==> config.mk <==
export PLATFORM = sky130hd
export DESIGN_NAME = phase_track_core
export DESIGN_NICKNAME = d
export VERILOG_FILES = /design/src/rtl/phase_track_core.sv
export SDC_FILE = /design/constraint.sdc
export NUM_CORES = 2
export LEC_CHECK = 0
export ABC_AREA = 1
export ABC_CLOCK_PERIOD_IN_PS = 36800
export BUFFER_PORTS_ARGS = -buffer_cell sky130_fd_sc_hd__buf_2
export CAP_MARGIN = 20
export CORE_ASPECT_RATIO = 1.4
export CORE_MARGIN = 3
export CORE_UTILIZATION = 30
export CTS_BUF_LIST = sky130_fd_sc_hd__clkbuf_8
export CTS_CLUSTER_DIAMETER = 40
export DETAILED_ROUTE_END_ITERATION = 12
export GPL_ROUTABILITY_DRIVEN = 1
export GPL_TIMING_DRIVEN = 0
export PLACE_DENSITY_LB_ADDON = 0.08
export SYNTH_ARGS = -nofsm -noshare
export SYNTH_HDL_FRONTEND = slang
export SYNTH_SLANG_ARGS = --single-unit
==> constraint.sdc <==
create_clock -name clk_fast -period 36.8 [get_ports clk_fast]
set_clock_uncertainty 0.05 [all_clocks]
set_input_delay 5.52 -clock clk_fast [delete_from_list [all_inputs] [get_ports clk_fast]]
set_output_delay 5.52 -clock clk_fast [all_outputs]
set_load 0.005 [all_outputs]
==> src/rtl/phase_track_core.sv <==
// Multi-phase bit-clock recovery: counts data strobes against NUM_PHASE staggered gates,
// locks onto the strongest phase at end of preamble and optionally keeps re-tracking it.
module phase_track_core #(
    parameter int NUM_PHASE = 16,
    parameter int CNT_WIDTH = 16,
    parameter int DIV_WIDTH = 8,
    parameter int WIN_WIDTH = 12
) (
    input  logic                         clk_fast,
    input  logic                         rst_n,
    input  logic                         enable,
    input  logic                         preamble_end,
    input  logic                         adc_pulse,
    input  logic [DIV_WIDTH-1:0]         div_ratio,
    input  logic [DIV_WIDTH-1:0]         gate_w,
    input  logic                         track_mode,
    input  logic [WIN_WIDTH-1:0]         track_win,
    input  logic [CNT_WIDTH-1:0]         hyst,
    input  logic [CNT_WIDTH-1:0]         min_count,
    output logic                         sync_clk,
    output logic                         sync_locked,
    output logic                         lock_fail,
    output logic [$clog2(NUM_PHASE)-1:0] sel_phase_idx,
    output logic [CNT_WIDTH-1:0]         best_count,
    output logic                         relock_pulse,
    output logic [1:0]                   state
);
    localparam int IW = $clog2(NUM_PHASE);
    localparam int PW = DIV_WIDTH + 7;

    typedef enum logic [1:0] {
        IDLE   = 2'd0,
        SEARCH = 2'd1,
        LOCKED = 2'd2,
        FAIL   = 2'd3
    } state_t;

    state_t cur_state, next_state;

    logic [DIV_WIDTH-1:0] phase_cnt  [NUM_PHASE];
    logic [DIV_WIDTH-1:0] phase_init [NUM_PHASE];
    logic [CNT_WIDTH-1:0] hit_cnt    [NUM_PHASE];
    logic [NUM_PHASE-1:0] gate;
    logic [WIN_WIDTH-1:0] win_cnt;
    logic                 enable_d, pre_end_d, armed;

    logic [DIV_WIDTH-1:0] div_eff, gate_raw, gate_eff, div_last;
    logic [WIN_WIDTH-1:0] win_eff;
    logic [CNT_WIDTH-1:0] max_val;
    logic [IW-1:0]        max_idx;
    logic [CNT_WIDTH:0]   switch_thresh;
    logic                 rise, phase0_wrap, search_eval, lock_ok, window_eval, count_en;

    always_comb begin
        div_eff  = (div_ratio < DIV_WIDTH'(2)) ? DIV_WIDTH'(2) : div_ratio;
        div_last = div_eff - DIV_WIDTH'(1);
        gate_raw = (gate_w != '0) ? gate_w : (div_eff >> 1);
        gate_eff = gate_raw;
        if (gate_raw == '0)
            gate_eff = DIV_WIDTH'(1);
        else if (gate_raw > div_last)
            gate_eff = div_last;
        win_eff = (track_win == '0) ? WIN_WIDTH'(1) : track_win;
        for (int i = 0; i < NUM_PHASE; i++)
            phase_init[i] = DIV_WIDTH'((PW'(div_eff) * PW'(i)) / PW'(NUM_PHASE));
    end

    // Strict compare while scanning upward keeps the lowest index on ties.
    always_comb begin
        max_val = hit_cnt[0];
        max_idx = '0;
        for (int i = 1; i < NUM_PHASE; i++) begin
            if (hit_cnt[i] > max_val) begin
                max_val = hit_cnt[i];
                max_idx = IW'(i);
            end
        end
    end

    always_comb begin
        rise          = enable & ~enable_d;
        phase0_wrap   = (phase_cnt[0] >= div_last);
        search_eval   = enable && !rise && (cur_state == SEARCH) && armed
                        && preamble_end && !pre_end_d;
        lock_ok       = (max_val >= min_count);
        window_eval   = enable && !rise && (cur_state == LOCKED) && track_mode
                        && phase0_wrap && (win_cnt >= win_eff - WIN_WIDTH'(1));
        count_en      = enable && !rise && !search_eval && !window_eval
                        && ((cur_state == SEARCH) || ((cur_state == LOCKED) && track_mode));
        switch_thresh = {1'b0, hit_cnt[sel_phase_idx]} + {1'b0, hyst};
    end

    always_comb begin
        next_state = cur_state;
        if (!enable)
            next_state = IDLE;
        else if (rise)
            next_state = SEARCH;
        else if (search_eval)
            next_state = lock_ok ? LOCKED : FAIL;
    end

    always_ff @(posedge clk_fast or negedge rst_n) begin
        if (!rst_n)
            cur_state <= IDLE;
        else
            cur_state <= next_state;
    end

    // Phase counters free-run and only reload their stagger on an enable rise.
    always_ff @(posedge clk_fast or negedge rst_n) begin
        if (!rst_n) begin
            for (int i = 0; i < NUM_PHASE; i++) begin
                phase_cnt[i] <= '0;
                hit_cnt[i]   <= '0;
            end
            gate <= '0;
        end else begin
            for (int i = 0; i < NUM_PHASE; i++) begin
                gate[i] <= (phase_cnt[i] < gate_eff);
                if (rise)
                    phase_cnt[i] <= phase_init[i];
                else if (phase_cnt[i] >= div_last)
                    phase_cnt[i] <= '0;
                else
                    phase_cnt[i] <= phase_cnt[i] + DIV_WIDTH'(1);
                if (rise || search_eval || window_eval)
                    hit_cnt[i] <= '0;
                else if (count_en && adc_pulse && gate[i] && (hit_cnt[i] != '1))
                    hit_cnt[i] <= hit_cnt[i] + CNT_WIDTH'(1);
            end
        end
    end

    always_ff @(posedge clk_fast or negedge rst_n) begin
        if (!rst_n) begin
            enable_d      <= 1'b0;
            pre_end_d     <= 1'b0;
            armed         <= 1'b0;
            win_cnt       <= '0;
            sync_locked   <= 1'b0;
            lock_fail     <= 1'b0;
            sel_phase_idx <= '0;
            best_count    <= '0;
            relock_pulse  <= 1'b0;
        end else begin
            enable_d     <= enable;
            pre_end_d    <= preamble_end;
            relock_pulse <= 1'b0;
            if (rise)
                armed <= 1'b0;
            else if (cur_state == SEARCH)
                armed <= 1'b1;
            if (!enable || rise || search_eval || window_eval)
                win_cnt <= '0;
            else if ((cur_state == LOCKED) && track_mode && phase0_wrap)
                win_cnt <= win_cnt + WIN_WIDTH'(1);
            if (!enable) begin
                sync_locked <= 1'b0;
                lock_fail   <= 1'b0;
            end else if (rise) begin
                sync_locked   <= 1'b0;
                lock_fail     <= 1'b0;
                sel_phase_idx <= '0;
                best_count    <= '0;
            end else if (search_eval) begin
                if (lock_ok) begin
                    sync_locked   <= 1'b1;
                    sel_phase_idx <= max_idx;
                    best_count    <= max_val;
                end else begin
                    lock_fail     <= 1'b1;
                    sync_locked   <= 1'b0;
                    sel_phase_idx <= '0;
                end
            end else if (window_eval) begin
                best_count <= max_val;
                if ({1'b0, max_val} > switch_thresh) begin
                    sel_phase_idx <= max_idx;
                    relock_pulse  <= 1'b1;
                end
            end
        end
    end

    assign sync_clk = (cur_state == LOCKED) ? gate[sel_phase_idx] : gate[0];
    assign state    = cur_state;

endmodule

Word level (Yosys, flattened, before mapping):

Cells that the tools add are included.

* register bits after elaboration: 440
* word-level logic and storage cells: 387

* add/sub/neg operators: 36
* multipliers: 11
* $lt $le $gt $ge: 54
* equal/unequal tests: 21
* mux-type cells: 135
* bitwise operators: 3
* reduce and logical (&&, ||, !) cells: 84

Operator list (number)
* 16-bit two-way mux: 53
* 8-bit two-way mux: 36
* 16-bit by 1-bit adder with 16-bit output, second input constant: 16
* 16-bit != test, second input constant: 16
* 16-bit greater-than comparator: 15
* 8-bit by 1-bit adder with 8-bit output, second input constant: 16
* 8-bit greater-or-equal comparator: 16
* 8-bit less-than comparator: 16
* 4-bit two-way mux: 19
* 16-bit binary-select mux with 4-bit select: 1
* 8-bit by 4-bit multiplier with 12-bit output, second input constant: 4
* 1-bit logical AND: 47
* 8-bit by 3-bit multiplier with 11-bit output, second input constant: 4
* 12-bit two-way mux: 3
* 2-bit nonzero test: 18
* 8-bit by 2-bit multiplier with 10-bit output, second input constant: 3
* 1-bit two-way mux: 19
* 16-bit by 16-bit adder with 17-bit output: 1
* 16-bit by 17-bit greater-than comparator with 1-bit output: 1
* 16-bit greater-or-equal comparator: 1
* 12-bit by 1-bit adder with 12-bit output, second input constant: 1
* 12-bit greater-or-equal comparator: 1
* 12-bit zero test: 1
* 12-bit by 1-bit subtractor with 12-bit output, second input constant: 1
* 22 further kinds: 35

Depth between registers and ports, before layout:

* depth after elaboration: 36
* depth in mapped cells: 214
* mapped depth without buffers: 199

Worst setup path after synthesis:

OpenSTA, ideal clock, no wires.

* kind: flip-flop to flip-flop
* from: register hit_cnt[242] (netlist bit)
* to: register best_count[11]
* library setup time: 0.117 ns
* data arrival time: 22.776 ns
* data required time: 36.633 ns
* slack: 13.857 ns
* stages on the path, launching flop included: 157
* period minus slack after synthesis: 22.943 ns
* cells stage by stage: dfrtp_1 inv_1 ha_1 nand2_1 inv_1 nand2_1 nand2_1 nand2_1 nand2_1 nand2_1 nand2_2 nand2_2 buf_4 o21ai_0 ha_1 a21oi_1 nor2_1 a211oi_1 [... 121 more ...] inv_2 buf_4 o21ai_0 ha_1 o21ai_0 nand3_1 nand2_1 o21bai_2 nand2_1 nand2_1 nand3_2 nand2_2 nand2_4 nand2_4 nor2_8 buf_8 nand2_1 nand2_1

* cells in the longest elaborated chain, start to end: 33
* elaborated cells on any way between the ends: 37

Ends and longest elaborated chain
* from (decl): RTL line 42 `logic [CNT_WIDTH-1:0] hit_cnt [NUM_PHASE];`
* from (signal, indexed assignment): RTL line 130 `hit_cnt[i] <= hit_cnt[i] + CNT_WIDTH'(1);`
* 16-bit greater-than comparator: RTL line 73 `if (hit_cnt[i] > max_val) begin`
* 16-bit two-way mux *: RTL line 73
* 16-bit greater-than comparator: RTL line 73
* 16-bit two-way mux *: RTL line 73
* 16-bit greater-than comparator: RTL line 73
* 16-bit two-way mux *: RTL line 73
* 16-bit greater-than comparator: RTL line 73
* 16-bit two-way mux *: RTL line 73
* [... 17 more ...]
* 16-bit two-way mux *: RTL line 73
* 16-bit greater-than comparator: RTL line 73
* 16-bit two-way mux *: RTL line 73
* 16-bit greater-than comparator: RTL line 73
* 16-bit two-way mux *: RTL line 73
* 16-bit greater-or-equal comparator, or another cell as far along: RTL line 85 `lock_ok = (max_val >= min_count);`
* 3-bit by 2-bit != test with 1-bit output (no line) or 16-bit two-way mux (tied branches)
* 3-bit AND reduction (no line) or 16-bit two-way mux (tied branches)
* to (signal assigned): RTL line 170 `best_count <= max_val;`
* to (signal assigned): RTL line 177 `best_count <= max_val;`
* to (decl): RTL line 24 `output logic [CNT_WIDTH-1:0] best_count,`

Every way passes the cells marked *; elsewhere a longest branch is shown, timed or not. The select of a mux whose other input is x is not followed.
A chain may end at the register's enable or synchronous reset.

Worst setup path after layout:

* from: register hit_cnt[255] (netlist bit)
* to: register sel_phase_idx[1]

* cells in the longest elaborated chain, start to end: 34
* elaborated cells on any way between the ends: 57

Ends and longest elaborated chain
* 16-bit greater-than comparator: RTL line 73
* 16-bit two-way mux: RTL line 73
* 16-bit greater-than comparator: RTL line 73
* 16-bit two-way mux: RTL line 73
* 16-bit greater-than comparator: RTL line 73
* 16-bit two-way mux: RTL line 73
* 16-bit greater-than comparator: RTL line 73
* 16-bit two-way mux: RTL line 73
* [... 18 more ...]
* 16-bit greater-than comparator: RTL line 73
* 16-bit two-way mux: RTL line 73
* 16-bit greater-than comparator: RTL line 73
* 16-bit two-way mux or 4-bit two-way mux (tied branches): RTL line 73
* 16-bit greater-or-equal comparator or 4-bit two-way mux (tied branches): RTL line 85, 178
* 4-bit two-way mux, on equally long branches: RTL line 167, 176
* 4-bit two-way mux: RTL line 166 `end else if (search_eval) begin`
* 4-bit two-way mux: RTL line 161 `end else if (rise) begin`
* to (signal assigned): RTL line 169 `sel_phase_idx <= max_idx;`
* to (signal assigned): RTL line 179 `sel_phase_idx <= max_idx;`
* to (decl): RTL line 23 `output logic [$clog2(NUM_PHASE)-1:0] sel_phase_idx,`

Several ways; a longest one is shown, not always the timed one. The select of a mux whose other input is x is not followed.

==> reports/summary.md <==
STA classifies the critical path startpoint as a flop. Once layout is complete, the utilization of the core stands at 34.8%. The clock tree synthesis step divided the H-tree into 3 levels.

The setup slack on the worst flop-to-flop path came out at 4030 ps. The minimum clock period is 32770 ps, and the via-per-instance ratio is 5.32. The kind of cell adding the most delay to the critical path was simple AND/OR/NAND/NOR gates. For hold timing, the worst endpoint is win_cnt[11]. Global routing used 26.0% of the available tracks. The pre-CTS setup slack is 3940 ps. The number of enable-type register cells in the synthesized netlist was 0; the sum of negative setup slack was 0 ps. The average instance in the mapped netlist occupies 7.37 µm². The floorplan has 160 rows. Synthesis produced a netlist whose cell count is 5594. The pre-antenna-repair detailed-routing pass consisted of 7 iterations. The layout net count was 6574; the area growth from synthesis to final layout was 14.7%. The run gives 0 as the total setup violations reported at the end of the flow.

The logs give 273 mm for the global-route wire length before repair and 6333 for the number of nets produced by synthesis. TritonCTS built the clock tree. The DRC marker count from the first detailed-route iteration was 2712; the area of the core was 136000 µm². Counting distinct cell types in the post-synthesis netlist gives 62.

The worst hold path belongs to the class flop to flop. Counting flops with an async set or reset pin after synthesis yields a share of 100%. The worst hold margin was 428 ps; the area of the die was 142000 µm². The total grt overflow was 0; the height of the die was 445 µm.

The worst setup path is captured at a flop. The worst register-to-register path begins at hit_cnt[255]. The run gives 188 mm as the wire length after detailed routing. At the worst endpoint, the required time is 37490 ps. The final critical path takes up 89.0% of the cycle. Clock root buffer: sky130_fd_sc_hd__clkbuf_8.

For the pin with the worst max-slew slack, the measured transition is 1180 ps. The number of hold-slack violations in the final timing report is 0. Headroom to the max-slew limit came out at 19.6%.

The largest stage delay on the critical path came out at 920 ps. Worst endpoint data arrival time: 33460 ps. In the post-synthesis netlist, the biggest area contributors are sky130_fd_sc_hd__dfrtp_1 27%, sky130_fd_sc_hd__ha_1 19%, sky130_fd_sc_hd__nand2_1 9.0%.

Routability-driven placement finished with a final weighted congestion of 0.947. In this run the most critical hold path is launched from win_cnt[11]. In this run the worst path has a maximum fanout of 10.

The run gives 4030 ps as the setup slack after layout. After detailed routing, the number of remaining DRC violations is 0. Across all layers, the routed design uses 41000 vias. After clock tree synthesis, the flow added hold-fix buffers numbering 0. The run gives 850 ps as the latest clock arrival within the worst-skew pair.

After clock tree synthesis, the clock-pin slew on the worst setup and hold paths is 60 ps. The number of buffers and inverters on the critical path is 19. The run gives 14 as the initial antenna violation count.

The worst-path cell with the longest stage delay was sky130_fd_sc_hd__a2111oi_0. After clock tree synthesis, the setup repair step added 0 buffers. For the largest net degree at the start of global routing, the log shows 100. The tools report the final count of pins violating max slew as 0. The proportion of layout cells with a drive suffix above 1 works out to 7.36%. The fmax was 0.0305 GHz.

Setup repair after global routing left no endpoint under its margin. The via count of the first global-routing pass was 41000. Max-cap violations in this run came to 0.

Dividing the detail-routed wire length by the instance count gives 24.4 µm. The largest total area in the synthesized netlist belongs to sky130_fd_sc_hd__dfrtp_1. Gates resized during post-CTS repair numbered 0. Detailed placement HPWL: 151 mm. For the buffer depth of the longest clock path, the log shows 3.

In this run the critical register-to-register path is captured at sel_phase_idx[1]. The number of ports placed on the die boundary is 92, and the number of CTS-inserted buffers is 105. By startpoint and endpoint, the worst setup path is classified as flop to flop.

The number of buffers inserted by port buffering works out to 90. For the multi-input gate area in the final layout, the log shows 27100 µm². The die extent in x is 319 µm, and the total number of clock tree sinks is 440. The number of cells traversed by the worst hold path came out at 1. Counting the fill cells in the layout gives 14800. Once detail routing completed, the nets flagged for antenna violations numbered 0.

The Yosys step of the flow raised 0 warnings. The area fraction of the dominant cell type after synthesis is 26.7%, and the post-synth design cell area is 41200 µm². The worst reg2reg path depth is 136, and the initial core utilization is 30.3%. For this run, the leading register cell type out of synthesis is sky130_fd_sc_hd__dfrtp_1. Synthesis inferred 440 register bits. The part of the Yosys area used for sequential elements was 26.7%. Across the whole layout, storage elements account for 11000 µm². The flow ran to the end, and the final reports show no timing, DRC or antenna violations.
==> through the flow <==
step	cells	cell area (µm²)
floorplan	5594	41200
global placement	7466	43900
detailed placement	7508	44800
CTS	7692	47300
global route	7699	47300
finish	7701	47300
==> state kept, by name (all words and copies together) (netlist names) <==
signal / cells
enable_d: 1
state: 2
win_cnt: 12
gate: 16
armed: 1
lock_fail: 1
best_count: 16
phase_cnt: 128
pre_end_d: 1
sel_phase_idx: 4
relock_pulse: 1
hit_cnt: 256
sync_locked: 1
==> Yosys cell counts (all sizes together), types with 10 or more instances <==
library cell     n
nand2         1038
buf             42
a31oi           26
nor4            25
nand4          104
nand3          307
o31ai           20
o21ai          630
nand3b          19
nor3           164
a21oi          511
fa              32
inv            659
a2111oi         20
a211oi          54
o221a           14
o211ai          24
o41ai           18
dfrtp          440
o21a            60
and3            22
xnor2           17
ha             641
o221ai          10
o21bai          34
xor2            66
clkbuf         112
nor2           404
==> logic make-up (layout without fill, tap and decap cells) <==
family / after synthesis / count (layout) / synth area share (%)
multiplexers: 1 / 1 / 0.0243
adder cells (fa/ha/maj): 673 / 673 / 21.0
XOR/XNOR: 83 / 83 / 1.76
other: 0 / 7 / 0
AO/OA/AOI/OAI: 1479 / 1479 / 20.3
flip-flops: 440 / 440 / 26.7
buffers and inverters: 824 / 1142 / 8.06
AND/OR/NAND/NOR: 2094 / 2094 / 22.1
==> area by class of cell <==
cell class                      count  area share, %
Antenna cell                        7         0.0370
Buffer                            157           1.74
Clock buffer                      124           3.61
Clock inverter                     60           1.56
Inverter                          667           5.29
Multi-Input combinational cell   4330           57.2
Sequential cell                   440           23.3
Tap cell                         1782           4.71
Timing Repair Buffer              134           2.57
==> cells in the final DEF, fill, tap and decap left out, drive strengths merged, types with 24 or more instances in the layout <==
cell type	count
o21bai	34
o211ai	24
inv	682
a31oi	26
buf	176
o21ai	630
nor4	25
a211oi	54
nand4	104
o21a	60
dfrtp	440
nand2	1038
xor2	66
nor3	164
fa	32
ha	641
nand3	307
clkbuf	236
a21oi	511
nor2	404
==> metal layers <==
metal | track usage, % | vias up | part of all wire (%)
li1 | - | 20000 | -
met1 | 29.3 | 19500 | 39
met2 | 47.3 | 1147 | 50
met3 | 2.93 | 428 | 4.4
met4 | 15.2 | 2 | 6.3
met5 | 0 | - | 0.0037
==> worst max-delay path by stage <==
stage	start	to	slack [ps]	cells after the start
after global routing	hit_cnt[255]	sel_phase_idx[1]	1490	142
final	hit_cnt[255]	sel_phase_idx[1]	4030	136
after CTS	hit_cnt[255]	sel_phase_idx[2]	3790	136
after global placement	hit_cnt[255]	best_count[10]	3890	137
after floorplan	hit_cnt[242]	best_count[11]	13860	156
after detailed placement	hit_cnt[255]	best_count[13]	3940	136
Power is left out: the tool's default activity adds up to more than one toggle a clock period on the data nets, which glitch-free logic cannot reach.
